[src/rtl/stream_decryptor.sv]
// Stream decryptor: subtracts a cycled secret key from each ciphertext byte through a
// single-entry valid/ready output register. Optional XOR checksum under STREAM_DEC_CHECKSUM_EN.
module stream_decryptor #(
    parameter int MSG_LEN = 23,
    parameter int SEC_LEN = 7
) (
    input  logic                 clk,
    input  logic                 rst,
    input  logic                 start,
    input  logic [8*SEC_LEN-1:0] key_in,
    input  logic                 s_valid,
    output logic                 s_ready,
    input  logic [7:0]           s_data,
    output logic                 m_valid,
    input  logic                 m_ready,
    output logic [7:0]           m_data,
    output logic                 m_last,
    output logic                 busy
`ifdef STREAM_DEC_CHECKSUM_EN
    ,
    output logic                 chk_valid,
    output logic [7:0]           chk
`endif
);

    localparam int CNT_W = (MSG_LEN > 1) ? $clog2(MSG_LEN) : 1;
    localparam int IDX_W = (SEC_LEN > 1) ? $clog2(SEC_LEN) : 1;
    localparam logic [CNT_W-1:0] CNT_LAST = CNT_W'(MSG_LEN - 1);
    localparam logic [IDX_W-1:0] IDX_LAST = IDX_W'(SEC_LEN - 1);

    typedef enum logic [1:0] {
        IDLE  = 2'd0,
        RUN   = 2'd1,
        DRAIN = 2'd2
    } state_t;

    state_t               state_r;
    state_t               state_next_s;
    logic [8*SEC_LEN-1:0] key_r;
    logic [CNT_W-1:0]     byte_cnt_r;
    logic [IDX_W-1:0]     key_idx_r;
    logic                 m_valid_r;
    logic [7:0]           m_data_r;
    logic                 m_last_r;
    logic                 s_fire_s;
    logic                 m_fire_s;
    logic                 start_fire_s;
    logic [7:0]           plain_s;

    // The output register may refill in the same cycle it is drained, so ready looks at m_ready.
    assign s_ready      = (state_r == RUN) && (!m_valid_r || m_ready);
    assign s_fire_s     = s_valid && s_ready;
    assign m_fire_s     = m_valid_r && m_ready;
    assign start_fire_s = (state_r == IDLE) && start;
    assign plain_s      = s_data - key_r[{key_idx_r, 3'b000} +: 8];

    assign m_valid = m_valid_r;
    assign m_data  = m_data_r;
    assign m_last  = m_last_r;
    assign busy    = (state_r != IDLE);

    // State register.
    always_ff @(posedge clk) begin
        if (rst) begin
            state_r <= IDLE;
        end else begin
            state_r <= state_next_s;
        end
    end

    // Next-state logic.
    always_comb begin
        state_next_s = state_r;
        case (state_r)
            IDLE: begin
                if (start) state_next_s = RUN;
                else       state_next_s = IDLE;
            end
            RUN: begin
                if (s_fire_s && (byte_cnt_r == CNT_LAST)) state_next_s = DRAIN;
                else                                      state_next_s = RUN;
            end
            DRAIN: begin
                if (m_fire_s) state_next_s = IDLE;
                else          state_next_s = DRAIN;
            end
            default: state_next_s = IDLE;
        endcase
    end

    // Key latch, byte/key counters and the single-entry output register.
    always_ff @(posedge clk) begin
        if (rst) begin
            key_r      <= '0;
            byte_cnt_r <= '0;
            key_idx_r  <= '0;
            m_valid_r  <= 1'b0;
            m_data_r   <= 8'd0;
            m_last_r   <= 1'b0;
        end else begin
            if (start_fire_s) begin
                key_r      <= key_in;
                byte_cnt_r <= '0;
                key_idx_r  <= '0;
            end else if (s_fire_s) begin
                byte_cnt_r <= byte_cnt_r + CNT_W'(1);
                key_idx_r  <= (key_idx_r == IDX_LAST) ? '0 : key_idx_r + IDX_W'(1);
            end
            if (s_fire_s) begin
                m_valid_r <= 1'b1;
                m_data_r  <= plain_s;
                m_last_r  <= (byte_cnt_r == CNT_LAST);
            end else if (m_fire_s) begin
                m_valid_r <= 1'b0;
                m_last_r  <= 1'b0;
            end
        end
    end

`ifdef STREAM_DEC_CHECKSUM_EN
    logic [7:0] chk_r;
    logic       chk_valid_r;

    assign chk       = chk_r;
    assign chk_valid = chk_valid_r;

    // Running XOR of plaintext; the pulse lands in the first IDLE cycle after the message drains.
    always_ff @(posedge clk) begin
        if (rst) begin
            chk_r       <= 8'd0;
            chk_valid_r <= 1'b0;
        end else begin
            chk_valid_r <= (state_r == DRAIN) && m_fire_s;
            if (start_fire_s) begin
                chk_r <= 8'd0;
            end else if (s_fire_s) begin
                chk_r <= chk_r ^ plain_s;
            end
        end
    end
`endif

endmodule
[config.mk]
export PLATFORM = sky130hd
export DESIGN_NAME = stream_decryptor
export DESIGN_NICKNAME = d
export VERILOG_FILES = /design/src/rtl/stream_decryptor.sv
export SDC_FILE = /design/constraint.sdc
export NUM_CORES = 1
export LEC_CHECK = 0
export BUFFER_PORTS_ARGS = -buffer_cell sky130_fd_sc_hd__buf_2
export CORE_ASPECT_RATIO = 0.75
export CORE_UTILIZATION = 54
export CTS_CLUSTER_DIAMETER = 150
export DETAILED_ROUTE_END_ITERATION = 12
export PLACE_DENSITY_LB_ADDON = 0.25
export SETUP_SLACK_MARGIN = 0.3
export SYNTH_ARGS = -nofsm -noshare
export SYNTH_HDL_FRONTEND = slang
export SYNTH_SLANG_ARGS = --single-unit
export TNS_END_PERCENT = 50
[constraint.sdc]
create_clock -name clk -period 3.1 [get_ports clk]
set_clock_uncertainty 0.05 [all_clocks]
set_input_delay 0.31 -clock clk [delete_from_list [all_inputs] [get_ports clk]]
set_output_delay 0.31 -clock clk [all_outputs]
set_load 0.05 [all_outputs]
# Yosys cells after proc, flatten, opt, wreduce, memory -nomap -nowiden
# Cells that the tools add are included.
# totals
reg_bits,76
input_bits,69
elab_cells,34
# op_classes
n_addsub,3
eq_ne,4
n_shift,1
mux,8
n_reduce_logical,11
# ops
op,count
56-bit by 7-bit indexed part select with 8-bit output,1
8-bit subtractor,1
2-bit one-hot mux with 3 select lines,1
5-bit by 1-bit adder with 5-bit output (second input constant),1
5-bit equality test (second input constant),1
1-bit logical AND,5
1-bit 2-to-1 mux,4
2-bit 2-to-1 mux,2
2-bit nonzero test,2
3-bit by 1-bit adder with 3-bit output (second input constant),1
3-bit equality test (second input constant),1
3-bit 2-to-1 mux,1
2-bit by 1-bit equality test with 1-bit output (second input constant),1
2-bit equality test (second input constant),1
2-bit zero test,1
2-bit OR reduction,1
1-bit zero test,1
1-bit logical OR,1

# Depth between registers and ports, before layout
# Gate-level depths: netlist of the first run.
# depth
depth_word,7
ltp_mapped,15

# Least setup slack after synthesis of the first run
# Ideal clock, no wire load.
# synth_timing
path_type,register to register
from,register key_idx_r[1]
to,register m_data_r[6] (netlist: m_data[6])
t_arrival_ns,2.637
required_time_ns,2.930
setup_slack_ns,0.293
stages_incl_launch_ff,16
n_path_buf,3
path_cell_list,dfxtp_1 buf_2 buf_4 buf_2 mux2i_1 nor2_1 a21oi_1 o21ai_0 ha_1 inv_1 fa_1 a21o_1 a21oi_1 o21ai_0 and3_1 a211o_1
# synth_via
elab_chain_cells,2
# synth_lines
item,line,source
start: declaration,41,logic [IDX_W-1:0] key_idx_r;
start signal: assignment,107,key_idx_r <= (key_idx_r == IDX_LAST) ? '0 : key_idx_r + IDX_W'(1);
56-bit by 7-bit indexed part select with 8-bit output,55,"assign plain_s = s_data - key_r[{key_idx_r, 3'b000} +: 8];"
8-bit subtractor,55,
end signal: assignment,111,m_data_r <= plain_s;
end: declaration,43,logic [7:0] m_data_r;
# Every way passes these cells.
# A chain may end at the register's enable or synchronous reset.

# Worst setup path after layout of the first run
# Ends and elaborated chain as after synthesis.

==> results of run 1 <==
## where the power goes
group | internal [mW] | switching (mW)
logic | 0.125 | 0.193
clock network | 0.446 | 0.358
registers | 1.03 | 0.0320
total | 1.60 | 0.583
## worst max-delay path: stages (launching register included)
cell	delay [ps]
dfxtp_2	390
buf_12	160
mux2i_1	90
nor2_1	90
a21oi_1	50
o21ai_1	170
ha_2	220
inv_1	60
fa_1	400
a21o_1	190
a21oi_2	190
o21ai_0	110
and3_1	180
a211o_1	260
## cells by family after synthesis
family / count (synthesis) / synth area share [%]
AND/OR/NAND/NOR: 177 / 21.1
AO/OA/AOI/OAI: 105 / 16.9
flip-flops: 76 / 43.6
buffers and inverters: 40 / 4.81
multiplexers: 17 / 7.61
adder cells (fa/ha/maj): 12 / 4.52
XOR/XNOR: 6 / 1.51
## state kept, by name (all words and copies together), names as in the netlist
signal	flops
key_r	56
m_data	8
byte_cnt_r	5
key_idx_r	3
state_r	2
m_last	1
m_valid	1
## final cells by class
cell class	instances	area, sq um	area share (%)
Tap cell	78	97.6	2.32
Clock inverter	4	76.3	1.82
Inverter	10	41.3	0.984
Timing Repair Buffer	91	513	12.2
Sequential cell	76	1530	36.4
Multi-Input combinational cell	317	1820	43.2
Clock buffer	10	128	3.04
## metal layers
metal	global-route usage, %	share of wire [%]	up-vias
li1	-	-	1606
met1	36.5	46	1492
met2	40.8	47	102
met3	7.96	5.6	13
met4	7.07	1.6	0
met5	0	0	-
## what timing repair did
item / CTS / global route
gates resized for setup: 2 / 9
setup endpoints to repair: 3 / 3
gates cloned: 0 / 1
buffers inserted: 0 / 4
## layout by cell type (no fill, tap or decap), types with 2 or more instances in the layout
| master | netlist | final |
|---|---|---|
| nand3_1 | 3 | 3 |
| dfxtp_1 | 76 | 74 |
| ha_1 | 11 | 10 |
| xor2_1 | 3 | 3 |
| or3_1 | 2 | 2 |
| mux2_2 | 2 | 2 |
| nor4b_1 | 2 | 2 |
| a21oi_1 | 80 | 78 |
| buf_2 | 8 | 80 |
| a311oi_1 | 3 | 3 |
| a211oi_1 | 4 | 4 |
| inv_1 | 10 | 9 |
| mux2i_1 | 7 | 7 |
| nor2_1 | 23 | 23 |
| mux4_2 | 7 | 7 |
| a21oi_2 | 0 | 2 |
| nand4_1 | 2 | 2 |
| nand2_1 | 130 | 129 |
| nor3_1 | 2 | 2 |
| buf_4 | 2 | 9 |
| bufinv_16 | 0 | 2 |
| nand2b_1 | 2 | 2 |
| o21ai_1 | 0 | 2 |
| clkinvlp_4 | 0 | 2 |
| o21ai_0 | 7 | 5 |
| xnor2_1 | 3 | 3 |
| clkbuf_8 | 0 | 9 |
## worst min-delay path by stage
stage,from,endpoint,slack [ps],depth (start not counted)
floorplan,key_r[23]$_SDFFE_PP0P_,key_r[23]$_SDFFE_PP0P_,380,2
global placement,m_data[4]$_SDFFE_PP0P_,m_data[4]$_SDFFE_PP0P_,390,2
detailed placement,key_r[15]$_SDFFE_PP0P_,key_r[15]$_SDFFE_PP0P_,400,2
CTS,key_in[51],key_r[51]$_SDFFE_PP0P_,130,3
global route,key_in[29],key_r[29]$_SDFFE_PP0P_,130,3
finish,key_in[53],key_r[53]$_SDFFE_PP0P_,140,3
==> impl_metrics.json, run 1 <==
{
  "outcome": "finished clean",
  "finalSetupTns_ps": 0,
  "pre_cts_ws_ps": 149,
  "ir_drop_mv": 0.381,
  "grt-ovfl-total": 0,
  "setup_slack_ps": 381,
  "globalplace.congestion": 0.883,
  "ant_nets": 0,
  "max_cap_viol_count": 0,
  "fillCellCount": 507,
  "r2r_slack_ps": 380,
  "synth_edf_count": 0,
  "cp-start-kind": "register",
  "post-route-period-util_pct": 87.7,
  "yosysWarningCount": 0,
  "routed_via_density": 5.48,
  "drt_iter0_drc": 172,
  "area_delta_synth_final_pct": 20.4,
  "first_global_vias": 2937,
  "power_mw": 2.18,
  "hold_slack_ps": 135,
  "grt_pass1_wl_microns": 13700,
  "synthMostInstantiatedCell": "nand2_1",
  "clock_latency_ps": 360,
  "die_h_microns": 71.6,
  "clk_pin_slew_ps": 80,
  "wl_per_cell_microns": 14.7,
  "fin_area_sq_um": 4200,
  "rows": 24,
  "synth_cell_types": 48,
  "fin_crit_ps": 2720,
  "hold_viol_final": 0,
  "drt-total-wl_microns": 8600,
  "path_class": "register to register",
  "vias": 3213,
  "rsz0062_at_grt": "no",
  "grt_max_degree": 57,
  "reg2reg_to": "m_data[6]$_SDFFE_PP0P_",
  "async_flop_share_pct": 0,
  "syn_area_sq_um": 3490,
  "start_util_pct": 58.1,
  "final_nets": 586,
  "dp.cells": 567,
  "grt_usage_pct": 26.5,
  "finalSetupViolations": 0,
  "syn_inst": 433,
  "hold_path.class": "input pin to register",
  "cts-buffers-inserted": 9,
  "antenna_found_initial": 0,
  "ctsLongestPathBuffers": 2,
  "yosysSeqAreaShare_pct": 43.6,
  "fin_util_pct": 69.9,
  "final_cells": 586,
  "dpl.hpwl_microns": 5960,
  "place_area_sq_um": 3920,
  "postCtsHoldBufs": 0,
  "power_leakage_nw": 1.71,
  "finalMaxSlewViolations": 0,
  "diodes": 0,
  "clockRootBuffer": "clkbuf_8",
  "io_pins": 81,
  "cp-endpoint": "m_data[6]$_SDFFE_PP0P_",
  "synth_top_cell_area_share_pct": 43.6,
  "die_area_sq_um": 6790,
  "fmax_ghz": 0.368,
  "dr.pass1.iters": 5,
  "cp-startpoint": "key_idx_r[1]$_SDFFE_PP0P_",
  "synth.top_cells.by_count": "130 x nand2_1, 80 x a21oi_1, 76 x dfxtp_1, 23 x nor2_1, 15 x clkbuf_1",
  "drc": 0,
  "coreArea_sq_um": 6010,
  "synth_flop_cell": "dfxtp_1",
  "cts.sinks": 76,
  "synth_area_per_cell_sq_um": 8.05,
  "worst_slew_pin_slew_ps": 945,
  "worstPathArrival_ps": 2910,
  "synth.area.top_cells": "dfxtp_1 44%, nand2_1 14%, a21oi_1 11%",
  "synth_nets": 514,
  "cts_tree": "done",
  "power_density_nw_per_um2": 519,
  "numPortBuffers": 80,
  "slew_headroom_pct": 37.0,
  "r2r-start": "key_idx_r[1]$_SDFFE_PP0P_",
  "synth_largest_area_cell": "dfxtp_1",
  "ys_ff_latch": 76,
  "cp_max_fo": 12,
  "endpoint_kind": "register",
  "drive_above_1_share_pct": 24.8,
  "htreeDepth": 3,
  "r2r_cells": 13,
  "die_w_microns": 94.8,
  "required_ps": 3300
}
(Power assumes the default switching activity.)
==> run 2: changes to the inputs <==
--- a/config.mk
+++ b/config.mk
@@ -7,9 +7,11 @@
 export LEC_CHECK = 0
 export BUFFER_PORTS_ARGS = -buffer_cell sky130_fd_sc_hd__buf_2
 export CORE_ASPECT_RATIO = 0.75
-export CORE_UTILIZATION = 54
+export CORE_UTILIZATION = 55
+export CTS_BUF_LIST = sky130_fd_sc_hd__clkbuf_4
 export CTS_CLUSTER_DIAMETER = 150
 export DETAILED_ROUTE_END_ITERATION = 12
+export GPL_TIMING_DRIVEN = 0
 export PLACE_DENSITY_LB_ADDON = 0.25
 export SETUP_SLACK_MARGIN = 0.3
 export SYNTH_ARGS = -nofsm -noshare
==> impl_metrics.json, run 2 (synthesis gave the netlist of run 1 again) <==
{
  "drive_above_1_share_pct": 25.7,
  "worst_path_max_delay_cell": "dfxtp_2",
  "coreArea_sq_um": 5980,
  "die_area_sq_um": 6670,
  "grt_pass1_wl_microns": 14400,
  "htreeDepth": 3,
  "routed_via_density": 5.56,
  "cp_max_fo": 6,
  "highest_layer": "met4",
  "start_util_pct": 58.4,
  "rsz0062_at_grt": "yes",
  "post-route-period-util_pct": 91.5,
  "diodes": 0,
  "cp-startpoint": "key_idx_r[1]$_SDFFE_PP0P_",
  "drc": 0,
  "max_cap_viol_count": 0,
  "clock_latency_ps": 430,
  "finalMaxSlewViolations": 0,
  "slew_headroom_pct": 60.1,
  "drt-total-wl_microns": 9080,
  "fin_crit_ps": 2840,
  "routedLengthMet1_microns": 3980,
  "hold_path.class": "input pin to register",
  "worst_slew_pin_slew_ps": 599,
  "path_class": "register to register",
  "crit_family": "compound AO/OA/AOI/OAI gates",
  "antenna_found_initial": 0,
  "setup_slack_ps": 265,
  "cts-buffers-inserted": 9,
  "hold_viol_final": 0,
  "critPathBufInv": 3,
  "fmax_ghz": 0.353,
  "required_ps": 3400,
  "grt_max_degree": 14,
  "area_delta_synth_final_pct": 22.2,
  "clockRootBuffer": "clkbuf_4",
  "ir_drop_mv": 0.315,
  "clk_pin_slew_ps": 130,
  "finalSetupViolations": 0,
  "crit_top_cell": "a21oi_1",
  "grt_usage_pct": 28.6,
  "regMostFlops": "key_r",
  "r2r-start": "key_idx_r[1]$_SDFFE_PP0P_",
  "die_w_microns": 93.9,
  "mostFrequentLayoutCells": "130 x nand2_1, 84 x buf_2, 77 x a21oi_1",
  "drt_iter0_drc": 250,
  "final_common_cell": "nand2_1",
  "globalplace.congestion": 0.841,
  "vias": 3422,
  "fillCellCount": 476,
  "wl_per_cell_microns": 14.7,
  "cp_num_cells": 14,
  "dr.pass1.iters": 5,
  "cp-endpoint": "m_data[7]$_SDFFE_PP0P_",
  "hold_slack_ps": 47.0,
  "ctsLongestPathBuffers": 2,
  "cts_tree": "done",
  "r2r_slack_ps": 260,
  "power_leakage_nw": 1.76,
  "wl_met2_microns": 4220,
  "crit_chain": "buf_6 > buf_12 > buf_4 > mux2i_1 > nor2_1 > a21oi_1 > nor2_1 > a21oi_1 > ha_1 > nor4_1 > a21oi_1 > o21a_1 > and2_0 > a311oi_1",
  "final_nets": 614,
  "postCtsHoldBufs": 0,
  "power_density_nw_per_um2": 472,
  "rows": 24,
  "ant_nets": 0,
  "largest_register_ffs": 56,
  "outcome": "finished clean",
  "cts.sinks": 76,
  "endpoint_kind": "register",
  "numPortBuffers": 79,
  "reg2reg_to": "m_data[7]$_SDFFE_PP0P_",
  "grt-ovfl-total": 0,
  "dpl.hpwl_microns": 6420,
  "cp-start-kind": "register",
  "pre_cts_ws_ps": -73.0,
  "die_h_microns": 71.0,
  "wl_met3_microns": 677,
  "worstPathArrival_ps": 3130,
  "cpPeakStageDelay_ps": 340,
  "io_pins": 81,
  "first_global_vias": 3142,
  "r2r_cells": 14
}
run 2: power by group:
part | internal (mW) | leakage (nW) | switching [mW] | total (mW)
registers | 1.03 | 0.623 | 0.0289 | 1.06
logic | 0.133 | 1.06 | 0.205 | 0.338
clock network | 0.255 | 0.0744 | 0.363 | 0.618
total | 1.42 | 1.76 | 0.597 | 2.01
run 2: per-layer routing:
| metal | global-route usage, % | up-vias |
|---|---|---|
| li1 | - | 1667 |
| met1 | 37.9 | 1579 |
| met2 | 46.2 | 148 |
| met3 | 6.56 | 28 |
| met4 | 9.74 | 0 |
| met5 | 0 | - |
run 2: worst min path at each step:
stage               slack, ps  cells after the start                     end                    from
floorplan                 380                      2  key_r[23]$_SDFFE_PP0P_  key_r[23]$_SDFFE_PP0P_
global placement          380                      2  m_data[4]$_SDFFE_PP0P_  m_data[4]$_SDFFE_PP0P_
detailed placement        390                      2  key_r[18]$_SDFFE_PP0P_  key_r[18]$_SDFFE_PP0P_
CTS                        40                      3   key_r[5]$_SDFFE_PP0P_               key_in[5]
global route               40                      3  key_r[19]$_SDFFE_PP0P_              key_in[19]
finish                     50                      3   key_r[5]$_SDFFE_PP0P_               key_in[5]
run 2: worst reg2reg max path: cells and delay by family, from the launching register on:
| kind | cells | cell delay, ps |
|---|---|---|
| multiplexers | 1 | 210 |
| AO/OA/AOI/OAI | 5 | 820 |
| buffers and inverters | 3 | 380 |
| flip-flops | 1 | 340 |
| AND/OR/NAND/NOR | 4 | 620 |
| adder cells (fa/ha/maj) | 1 | 340 |
run 2: stage by stage:
step	util, %	setup TNS (ps)	instance area [sq um]	cells	power, mW
2_1_floorplan	-	0	3490	433	1.28
3_3_place_gp	66.6	-45.8	3980	590	1.38
3_5_place_dp	66.6	-73.0	3980	590	1.40
4_1_cts	69.7	0	4160	607	2.00
5_1_grt	71.3	0	4260	616	2.10
6_report	71.3	0	4260	616	2.01
run 2: repair_timing:
action	4_1_cts	5_1_grt
setup endpoints to repair	5	5
gates resized for setup	14	13
hold endpoints to repair	0	0
setup buffers	1	9
pin swaps	3	9
cloned	0	0
run 2: final cells by class:
type | count | area [sq um] | area share [%]
multi-input combinational | 317 | 1820 | 42.8
sequential | 76 | 1520 | 35.7
timing repair buffer | 89 | 470 | 11.0
buffer | 30 | 171 | 4.02
tap | 78 | 97.6 | 2.29
clock buffer | 10 | 75.1 | 1.76
clock inverter | 6 | 63.8 | 1.50
inverter | 10 | 37.5 | 0.881
